$ cat config.mk
export PLATFORM = sky130hd
export DESIGN_NAME = sram_port_ctrl_flat
export DESIGN_NICKNAME = d
export VERILOG_FILES = /design/src/rtl/sram_ctrl_pkg.sv /design/src/rtl/sram_port_ctrl_if.sv /design/src/rtl/sram_cycle_timer.sv /design/src/rtl/sram_port_ctrl.sv /design/src/flat_wrapper.sv
export SDC_FILE = /design/constraint.sdc
export NUM_CORES = 1
export LEC_CHECK = 0
export BUFFER_PORTS_ARGS = -buffer_cell sky130_fd_sc_hd__buf_2
export CORE_AREA = 4 4 95 97
export DETAILED_ROUTE_END_ITERATION = 7
export DIE_AREA = 0 0 99 101
export GPL_ROUTABILITY_DRIVEN = 0
export PLACE_DENSITY = 0.71
export RECOVER_POWER = 50
export SYNTH_ARGS = -nofsm -noshare
export SYNTH_HDL_FRONTEND = slang
export SYNTH_SLANG_ARGS = --single-unit
export TNS_END_PERCENT = 10
$ cat constraint.sdc
create_clock -name clk -period 1.8 [get_ports clk]
set_input_delay 0.09 -clock clk [delete_from_list [all_inputs] [get_ports clk]]
set_output_delay 0.09 -clock clk [all_outputs]
set_load 0.05 [all_outputs]
$ cat src/rtl/sram_ctrl_pkg.sv
// sram_ctrl_pkg: shared state encoding and default geometry/timing for the SRAM port controller
package sram_ctrl_pkg;
  localparam int ADDR_W_DEF = 19;
  localparam int RD_CYCLES_DEF = 2;
  localparam int WE_CYCLES_DEF = 2;
  typedef enum logic [2:0] {
    IDLE, RD, RD_DONE, WR_SETUP, WR_PULSE, WR_HOLD, PG_RD, PG_DONE
  } sram_state_t;
endpackage

$ cat src/rtl/sram_port_ctrl_if.sv
// sram_port_ctrl_if: SCARF register-side byte request/ack bus
interface sram_port_ctrl_if import sram_ctrl_pkg::*; #(parameter int ADDR_W = ADDR_W_DEF);
  logic req;
  logic rnw;
  logic [ADDR_W-1:0] addr;
  logic [7:0] wdata;
  logic [7:0] rdata;
  logic ack;
  logic busy;
  modport master(output req, rnw, addr, wdata, input rdata, ack, busy);
  modport slave(input req, rnw, addr, wdata, output rdata, ack, busy);
endinterface

$ cat src/rtl/sram_cycle_timer.sv
// sram_cycle_timer: 4-bit load/countdown counter; done while the count sits at zero
module sram_cycle_timer (
  input  logic       clk,
  input  logic       rst,
  input  logic       load,
  input  logic [3:0] load_val,
  output logic       done
);
  logic [3:0] cnt;
  // load on state entry, otherwise count down and park at zero
  always_ff @(posedge clk) begin
    if (rst) cnt <= '0;
    else if (load) cnt <= load_val;
    else if (cnt != '0) cnt <= cnt - 4'd1;
  end
  assign done = cnt == '0;
endmodule

$ cat src/rtl/sram_port_ctrl.sv
// sram_port_ctrl: sole owner of the async SRAM pins, arbitrating pattern streaming against SCARF byte access
module sram_port_ctrl import sram_ctrl_pkg::*; #(
  parameter int ADDR_W    = ADDR_W_DEF,
  parameter int RD_CYCLES = RD_CYCLES_DEF,
  parameter int WE_CYCLES = WE_CYCLES_DEF
) (
  input  logic              clk,
  input  logic              rst_sync,
  input  logic              pattern_active,
  input  logic [ADDR_W-1:0] sram_addr_pat_gen,
  output logic [7:0]        pg_sram_data,
  output logic              pg_data_valid,
  sram_port_ctrl_if.slave   scarf,
  output logic [ADDR_W-1:0] sram_addr,
  output logic              sram_ce_n,
  output logic              sram_oe_n,
  output logic              sram_we_n,
  output logic [7:0]        sram_dq_out,
  output logic              sram_dq_oe,
  input  logic [7:0]        sram_dq_in
);
  sram_state_t state, state_n;
  logic acc, p_rnw, c_rnw, done, load, enter;
  logic [ADDR_W-1:0] p_addr, c_addr, addr_d;
  logic [7:0] p_wdata, c_wdata, dq_out_d, rdata_d, pg_d;
  logic [3:0] load_val;
  logic ce_d, oe_d, we_d, dq_oe_d, pgv_d, ack_d, busy_d;
  assign acc = scarf.req && !scarf.busy;
  assign c_rnw = acc ? scarf.rnw : p_rnw;
  assign c_addr = acc ? scarf.addr : p_addr;
  assign c_wdata = acc ? scarf.wdata : p_wdata;
  sram_cycle_timer u_timer (.clk(clk), .rst(rst_sync), .load(load), .load_val(load_val), .done(done));
  // state, pending slot and every pin register; outputs are registered decodes of the next state
  always_ff @(posedge clk) begin
    if (rst_sync) begin
      state <= IDLE;
      {p_rnw, p_addr, p_wdata} <= '0;
      {sram_ce_n, sram_oe_n, sram_we_n, sram_dq_oe} <= 4'b1110;
      {sram_addr, sram_dq_out, pg_sram_data, scarf.rdata} <= '0;
      {pg_data_valid, scarf.ack, scarf.busy} <= '0;
    end else begin
      state <= state_n;
      if (acc) {p_rnw, p_addr, p_wdata} <= {scarf.rnw, scarf.addr, scarf.wdata};
      {sram_ce_n, sram_oe_n, sram_we_n, sram_dq_oe} <= {ce_d, oe_d, we_d, dq_oe_d};
      {sram_addr, sram_dq_out, pg_sram_data, scarf.rdata} <= {addr_d, dq_out_d, pg_d, rdata_d};
      {pg_data_valid, scarf.ack, scarf.busy} <= {pgv_d, ack_d, busy_d};
    end
  end
  // sequencing; pattern access wins arbitration, a same-cycle request is served without an extra idle cycle
  always_comb begin
    state_n = state;
    case (state)
      IDLE:             state_n = pattern_active ? PG_RD : (acc || scarf.busy) ? (c_rnw ? RD : WR_SETUP) : IDLE;
      RD:               state_n = done ? RD_DONE : RD;
      WR_SETUP:         state_n = WR_PULSE;
      WR_PULSE:         state_n = done ? WR_HOLD : WR_PULSE;
      PG_RD:            state_n = done ? PG_DONE : PG_RD;
      PG_DONE:          state_n = pattern_active ? PG_RD : IDLE;
      default:          state_n = IDLE;
    endcase
  end
  // next pin values; address and write data only move on entry to an access, while we_n is high
  always_comb begin
    enter = state_n != state;
    load = enter && (state_n == RD || state_n == WR_PULSE || state_n == PG_RD);
    load_val = state_n == WR_PULSE ? 4'(WE_CYCLES - 1) : 4'(RD_CYCLES - 1);
    ce_d = state_n == IDLE;
    oe_d = !(state_n == RD || state_n == PG_RD);
    we_d = state_n != WR_PULSE;
    dq_oe_d = state_n inside {WR_SETUP, WR_PULSE, WR_HOLD};
    addr_d = (enter && state_n == PG_RD) ? sram_addr_pat_gen :
             (enter && (state_n == RD || state_n == WR_SETUP)) ? c_addr : sram_addr;
    dq_out_d = state_n == WR_SETUP ? c_wdata : sram_dq_out;
    rdata_d = state_n == RD_DONE ? sram_dq_in : scarf.rdata;
    pg_d = state_n == PG_DONE ? sram_dq_in : pg_sram_data;
    pgv_d = state_n == PG_DONE;
    ack_d = state_n == RD_DONE || state_n == WR_HOLD;
    busy_d = acc ? 1'b1 : ack_d ? 1'b0 : scarf.busy;
  end
endmodule

$ cat src/flat_wrapper.sv
// flat-port wrapper written by rule: the top's interface ports become plain ports
module sram_port_ctrl_flat import sram_ctrl_pkg::*;
#(
  parameter int ADDR_W    = ADDR_W_DEF,
  parameter int RD_CYCLES = RD_CYCLES_DEF,
  parameter int WE_CYCLES = WE_CYCLES_DEF
)
  (clk, rst_sync, pattern_active, sram_addr_pat_gen, pg_sram_data, pg_data_valid, sram_addr, sram_ce_n, sram_oe_n, sram_we_n, sram_dq_out, sram_dq_oe, sram_dq_in, scarf_req, scarf_rnw, scarf_addr, scarf_wdata, scarf_rdata, scarf_ack, scarf_busy);
  sram_port_ctrl_if #(.ADDR_W(ADDR_W)) scarf_i ();
  input  logic clk;
  input  logic rst_sync;
  input  logic pattern_active;
  input  logic [ADDR_W-1:0] sram_addr_pat_gen;
  output logic [7:0] pg_sram_data;
  output logic pg_data_valid;
  output logic [ADDR_W-1:0] sram_addr;
  output logic sram_ce_n;
  output logic sram_oe_n;
  output logic sram_we_n;
  output logic [7:0] sram_dq_out;
  output logic sram_dq_oe;
  input  logic [7:0] sram_dq_in;
  input wire logic [$bits(scarf_i.req)-1:0] scarf_req;
  input wire logic [$bits(scarf_i.rnw)-1:0] scarf_rnw;
  input wire logic [$bits(scarf_i.addr)-1:0] scarf_addr;
  input wire logic [$bits(scarf_i.wdata)-1:0] scarf_wdata;
  output wire logic [$bits(scarf_i.rdata)-1:0] scarf_rdata;
  output wire logic [$bits(scarf_i.ack)-1:0] scarf_ack;
  output wire logic [$bits(scarf_i.busy)-1:0] scarf_busy;
  assign scarf_i.req = scarf_req;
  assign scarf_i.rnw = scarf_rnw;
  assign scarf_i.addr = scarf_addr;
  assign scarf_i.wdata = scarf_wdata;
  assign scarf_rdata = scarf_i.rdata;
  assign scarf_ack = scarf_i.ack;
  assign scarf_busy = scarf_i.busy;
  sram_port_ctrl #(.ADDR_W(ADDR_W), .RD_CYCLES(RD_CYCLES), .WE_CYCLES(WE_CYCLES)) u_core (.clk(clk), .rst_sync(rst_sync), .pattern_active(pattern_active), .sram_addr_pat_gen(sram_addr_pat_gen), .pg_sram_data(pg_sram_data), .pg_data_valid(pg_data_valid), .scarf(scarf_i), .sram_addr(sram_addr), .sram_ce_n(sram_ce_n), .sram_oe_n(sram_oe_n), .sram_we_n(sram_we_n), .sram_dq_out(sram_dq_out), .sram_dq_oe(sram_dq_oe), .sram_dq_in(sram_dq_in));
endmodule
==> metrics.txt, run 1 <==
Filler cells 716; register area share after synthesis 0.455; sequential share of power 0.351; routed vias/inst 5.16; WP data required 2.05 ns; worst slew pin tran 0.635 ns; commonest non-fill, non-tap cells in the layout dfxtp_1 (83), nand2_1 (76), buf_2 (58); Leakage 0.00208 uW; Cell Count, Final, Fillers Out 685; IO buf count 108; Synth Warn # 0; routed len/inst 14.2 um; WL final 9710 um; failing checks negative setup slack; CP max FO 4; GRT overflow 0; combinational share of power 0.450; Hold/Removal Path Class in -> reg; CTS tree done; CTS H-tree depth 3; FFs w/ async S/R, synth 0; clk_skew 0.00700 ns; CP Launch Point u_core.u_timer.cnt[1]$_SDFFE_PP0P_; first-pass GRT wire length 16100 um; Post-synth EDFFs 0; most common cell after layout, fill and taps aside dfxtp_1; Final TNS setup -0.295 ns; crit path kind reg -> reg; Initial Util 0.459; Worst EP arrival 2.10 ns; drt drc 0; vias in the first global route 3479; Fin. Hold Viols 0; initial antenna violation count 0; Syn Nets 480; Setup crit end kind register; switching share of power 0.397; CTS Root Cell clkbuf_8; run status complete, but fails checks; Core Footprint 8130 um2; clk_lat worst skew 0.34 ns; TritonCTS buffer count 9; endpoints failing setup 9; Hold Crit Start scarf_addr[15]; Yosys cell types 53; layout cells sized above 1 0.214; DRT antenna net count 0; overall routing resource usage 0.196; clock share of power 0.199; routed via count 3537; die span in x 99 um; slew margin rel. 0.579; fmax 541 MHz; #FFs+latches synth 85; reg2reg start u_core.u_timer.cnt[1]$_SDFFE_PP0P_; pin count of the biggest net entering global routing 35; area grow syn2layout 35.3%; initial drt markers 136; worst ir drop on vdd 0.738 mV; Sw Pwr 2630 uW; Clock Tree Buf Depth 2; RSZ-0062 raised after global routing true; predominant post-synthesis flop cell dfxtp_1; max cap viols 0; Post-Place Cells 631; DR pass1 iterations 4; Sink Count 85; Mean Syn Cell Area 8.90 um2; P_int 3990 uW; Rows 33; Die Y-Extent 101 um; Startpoint Class register; clk slew on worst S/H paths 0.08 ns; synthesized instance count 420; Final Cycle Share 1.03; die area 10000 um2; mapped cell area 3740 um2; min Tclk post-route 1.85 ns; worst setup margin -0.0499 ns; Nets 635; number of I/O pins 109; antenna cell count 0; DP HPWL 6750 um; max-slew violations 0; Power Dens Cells 1310 nW/um2
[Yosys cell counts, drive strengths merged, types with 2 or more instances]
cell	instances	area, um2
nor2	29	109
nor4	2	12.5
a311o	16	160
nand2b	3	18.8
nand2	76	285
o21a	2	15.0
nor2b	11	68.8
nor3	5	41.3
mux2i	18	180
nand3	3	15.0
o31a	16	140
o31ai	2	15.0
mux2	9	101
buf	17	98.8
o21ai	4	31.3
a221oi	2	23.8
or3	4	30.0
or2	2	12.5
a31o	2	17.5
dfxtp	85	1700
a2111oi	2	55.1
a41o	2	20.0
nor3b	2	15.0
nand3b	2	15.0
a21oi	44	220
a31oi	2	12.5
clkbuf	15	56.3
inv	21	78.8
and2	3	18.8
and3	4	26.3
a22oi	2	15.0
[worst max-delay path, cell delays in order, from the launching register on]
cell       delay [ns]
dfxtp_2          0.33
inv_2            0.06
ha_4             0.13
or3b_4           0.41
a2111oi_4        0.37
o2111ai_2        0.21
a221oi_2         0.26
[what timing repair did]
| action | 4_1_cts | 5_1_grt |
|---|---|---|
| gates resized for setup | 8 | 5 |
| pin swaps | 5 | 3 |
| endpoints found under the setup margin | 3 | 17 |
| endpoints found under the hold margin | 41 | 0 |
| hold buffers | 37 | 0 |
| setup buffers | 1 | 0 |
[sequential cells by signal, summed over array words and instances (netlist names), 3 cells and up]
signal	flops
u_core.p_addr	19
u_core.p_wdata	8
u_core.pg_sram_data	8
u_core.scarf.rdata	8
u_core.sram_addr	19
u_core.sram_dq_out	8
u_core.state	3
u_core.u_timer.cnt	4
[routing by layer]
metal | vias to the layer above | global-route usage | wire (um)
met5 | - | 0 | 0
li1 | 1770 | - | -
met1 | 1657 | 0.242 | 4260
met4 | 0 | 0.0735 | 141
met3 | 14 | 0.0429 | 505
met2 | 96 | 0.333 | 4810
[logic make-up after synthesis]
kind of cell,after synthesis,synth area share
DFF,85,0.455
muxes,27,0.0754
AOI/OAI and AO/OA,103,0.211
buffers and inverters,53,0.0626
xor gates and xnor gates,1,0.00234
adders and majority gates,1,0.00335
and+or+nand+nor,150,0.190
[power by group through the flow]
stage                     Combinational [uW]  Clock [uW]  Sequential [uW]
after floorplan                         1480           0             2960
after global placement                  2820           0             2340
after detailed placement                2870           0             2350
after CTS                               3020        1360             2320
after global routing                    3240        1420             2350
final                                   2980        1320             2320
[through the flow]
stage	total power, uW	setup WS [ns]	area [um2]	utilization	hold slack [ns]
floorplan	4440	-0.0851	3740	-	0.226
global placement	5160	-0.0128	4520	0.556	0.333
detailed placement	5220	-0.109	4520	0.556	0.339
CTS	6690	-0.116	5110	0.629	0.00297
global route	7010	-0.161	5060	0.622	0.00738
finish	6630	-0.0499	5060	0.622	0.0180
[final cells by class]
type	count	area (um2)	area share
Multi-Input combinational cell	282	1840	0.363
Clock buffer	11	141	0.0280
Sequential cell	85	1700	0.337
Clock inverter	5	50.0	0.00990
Timing Repair Buffer	176	1110	0.220
Inverter	21	78.8	0.0156
Tap cell	105	131	0.0260
[worst paths after layout]
kind	endpoint	depth (start not counted)	slack, ns
max	u_core.u_timer.cnt[1]$_SDFFE_PP0P_	6	-0.05
min	u_core.p_addr[15]$_SDFF_PP0_	3	0.02
max reg2reg	u_core.u_timer.cnt[1]$_SDFFE_PP0P_	6	-0.05
min reg2reg	u_core.p_wdata[7]$_SDFF_PP0_	2	0.46
Note: power is estimated with default switching activity, not from simulation.
==> run 2: changes to the inputs <==
==> constraint.sdc (replaced) <==
create_clock -name clk -period 1.8 [get_ports clk]
set_input_delay 0.36 -clock clk [delete_from_list [all_inputs] [get_ports clk]]
set_output_delay 0.36 -clock clk [all_outputs]
set_load 0.05 [all_outputs]
==> metrics.txt, run 2 (synthesized netlist as in run 1, its figures left out) <==
WL final 9380 um; most common cell after layout, fill and taps aside dfxtp_1; DR pass1 iterations 5; clk slew on worst S/H paths 0.08 ns; initial drt markers 123; clk_lat worst skew 0.35 ns; initial antenna violation count 0; Nets 604; reg2reg start u_core.u_timer.cnt[0]$_SDFFE_PP0P_; CTS tree done; RSZ-0062 raised after global routing true; WP data required 2.06 ns; Sink Count 85; CTS Root Cell clkbuf_8; crit path kind reg -> reg; clk_skew 0.0104 ns; max cap viols 0; layout cells sized above 1 0.260; Fin. Hold Viols 0; slew margin rel. 0.596; endpoints failing setup 1; Post-DP Area 4590 um2; final instance area 4780 um2; Post-Place Cells 638; CP max FO 4; worst slew pin tran 0.608 ns; worst setup margin -0.00504 ns; run status complete, but fails checks; max-slew violations 0; routed len/inst 14.3 um; area grow syn2layout 28.0%; vias in the first global route 3374; CP Launch Point u_core.u_timer.cnt[0]$_SDFFE_PP0P_; Final Cycle Share 1.00; Multi-input gate area 1840 um2; worst ir drop on vdd 0.597 mV; Cell Count, Final, Fillers Out 654; die span in x 99 um; failing checks negative setup slack; number of post-CTS setup repair buffers 0; Filler cells 758; fmax 554 MHz; min Tclk post-route 1.81 ns; Startpoint Class register; Clock Tree Buf Depth 2; FF/Latch Area 1700 um2; drt drc 0; DRT antenna net count 0; pin count of the biggest net entering global routing 35; Hold Crit Start sram_addr_pat_gen[11]; Leakage 0.00202 uW; Hold/Removal Path Class in -> reg; Power Dens Cells 1400 nW/um2; overall routing resource usage 0.191; routed via count 3425; IO buf count 108; GRT overflow 0; Initial Util 0.459; number of I/O pins 109; routed vias/inst 5.24; commonest non-fill, non-tap cells in the layout dfxtp_1 (84), nand2_1 (76), buf_2 (74); first-pass GRT wire length 15600 um; antenna cell count 0; Rows 33; die area 10000 um2; Worst EP arrival 2.07 ns; CTS H-tree depth 3; Core Footprint 8130 um2; Reg2Reg Setup Slack -0.005 ns; TritonCTS buffer count 9; Setup crit end kind register; Die Y-Extent 101 um; DP HPWL 6890 um
-- run 2: power breakdown --
group / switching, uW / internal [uW]
clock: 654 / 782
sequential: 171 / 2160
combinational: 1780 / 1130
-- run 2: metrics by stage --
| step | total power (uW) | setup TNS, ns | setup WS, ns | utilization | hold WS, ns |
|---|---|---|---|---|---|
| CTS | 6700 | -0.0260 | -0.0260 | 0.590 | 0.224 |
| floorplan | 4440 | -0.0909 | -0.0851 | - | 0.434 |
| detailed placement | 5250 | -0.346 | -0.0647 | 0.564 | 0.450 |
| global placement | 5190 | -0.0376 | -0.0222 | 0.564 | 0.441 |
| finish | 6680 | -0.00504 | -0.00504 | 0.588 | 0.243 |
| global route | 7070 | -0.919 | -0.125 | 0.588 | 0.235 |
-- run 2: critical path: stages, from the launching register on --
cell and delay [ns]:
dfxtp_1 0.31, inv_1 0.05, ha_1 0.15, or3b_4 0.42, a2111oi_4 0.34, o2111ai_2 0.20, a221oi_2 0.26
-- run 2: cell type report --
class,count,area share
clock buffers,12,0.0283
clock inverters,4,0.0152
inverters,21,0.0165
multi-input cells,282,0.385
flip-flops and latches,85,0.356
well taps,105,0.0275
repair buffers,145,0.172
-- run 2: final timing paths --
kind                                        end  cells after the start
max          u_core.u_timer.cnt[1]$_SDFFE_PP0P_                      6
min           u_core.sram_addr[11]$_SDFFE_PP0P_                      3
max reg2reg  u_core.u_timer.cnt[1]$_SDFFE_PP0P_                      6
min reg2reg        u_core.p_wdata[0]$_SDFF_PP0_                      2
-- run 2: timing repair --
action / in CTS / in global routing
gates resized for setup: 1 / 11
hold buffers: 0 / 0
setup endpoints to repair: 9 / 31
-- run 2: layer usage --
layer	wire length, um	share of wire	global-route usage
met5	0	0	0
met2	4640	0.49	0.326
met3	511	0.054	0.0436
met1	4110	0.44	0.235
met4	116	0.012	0.0704
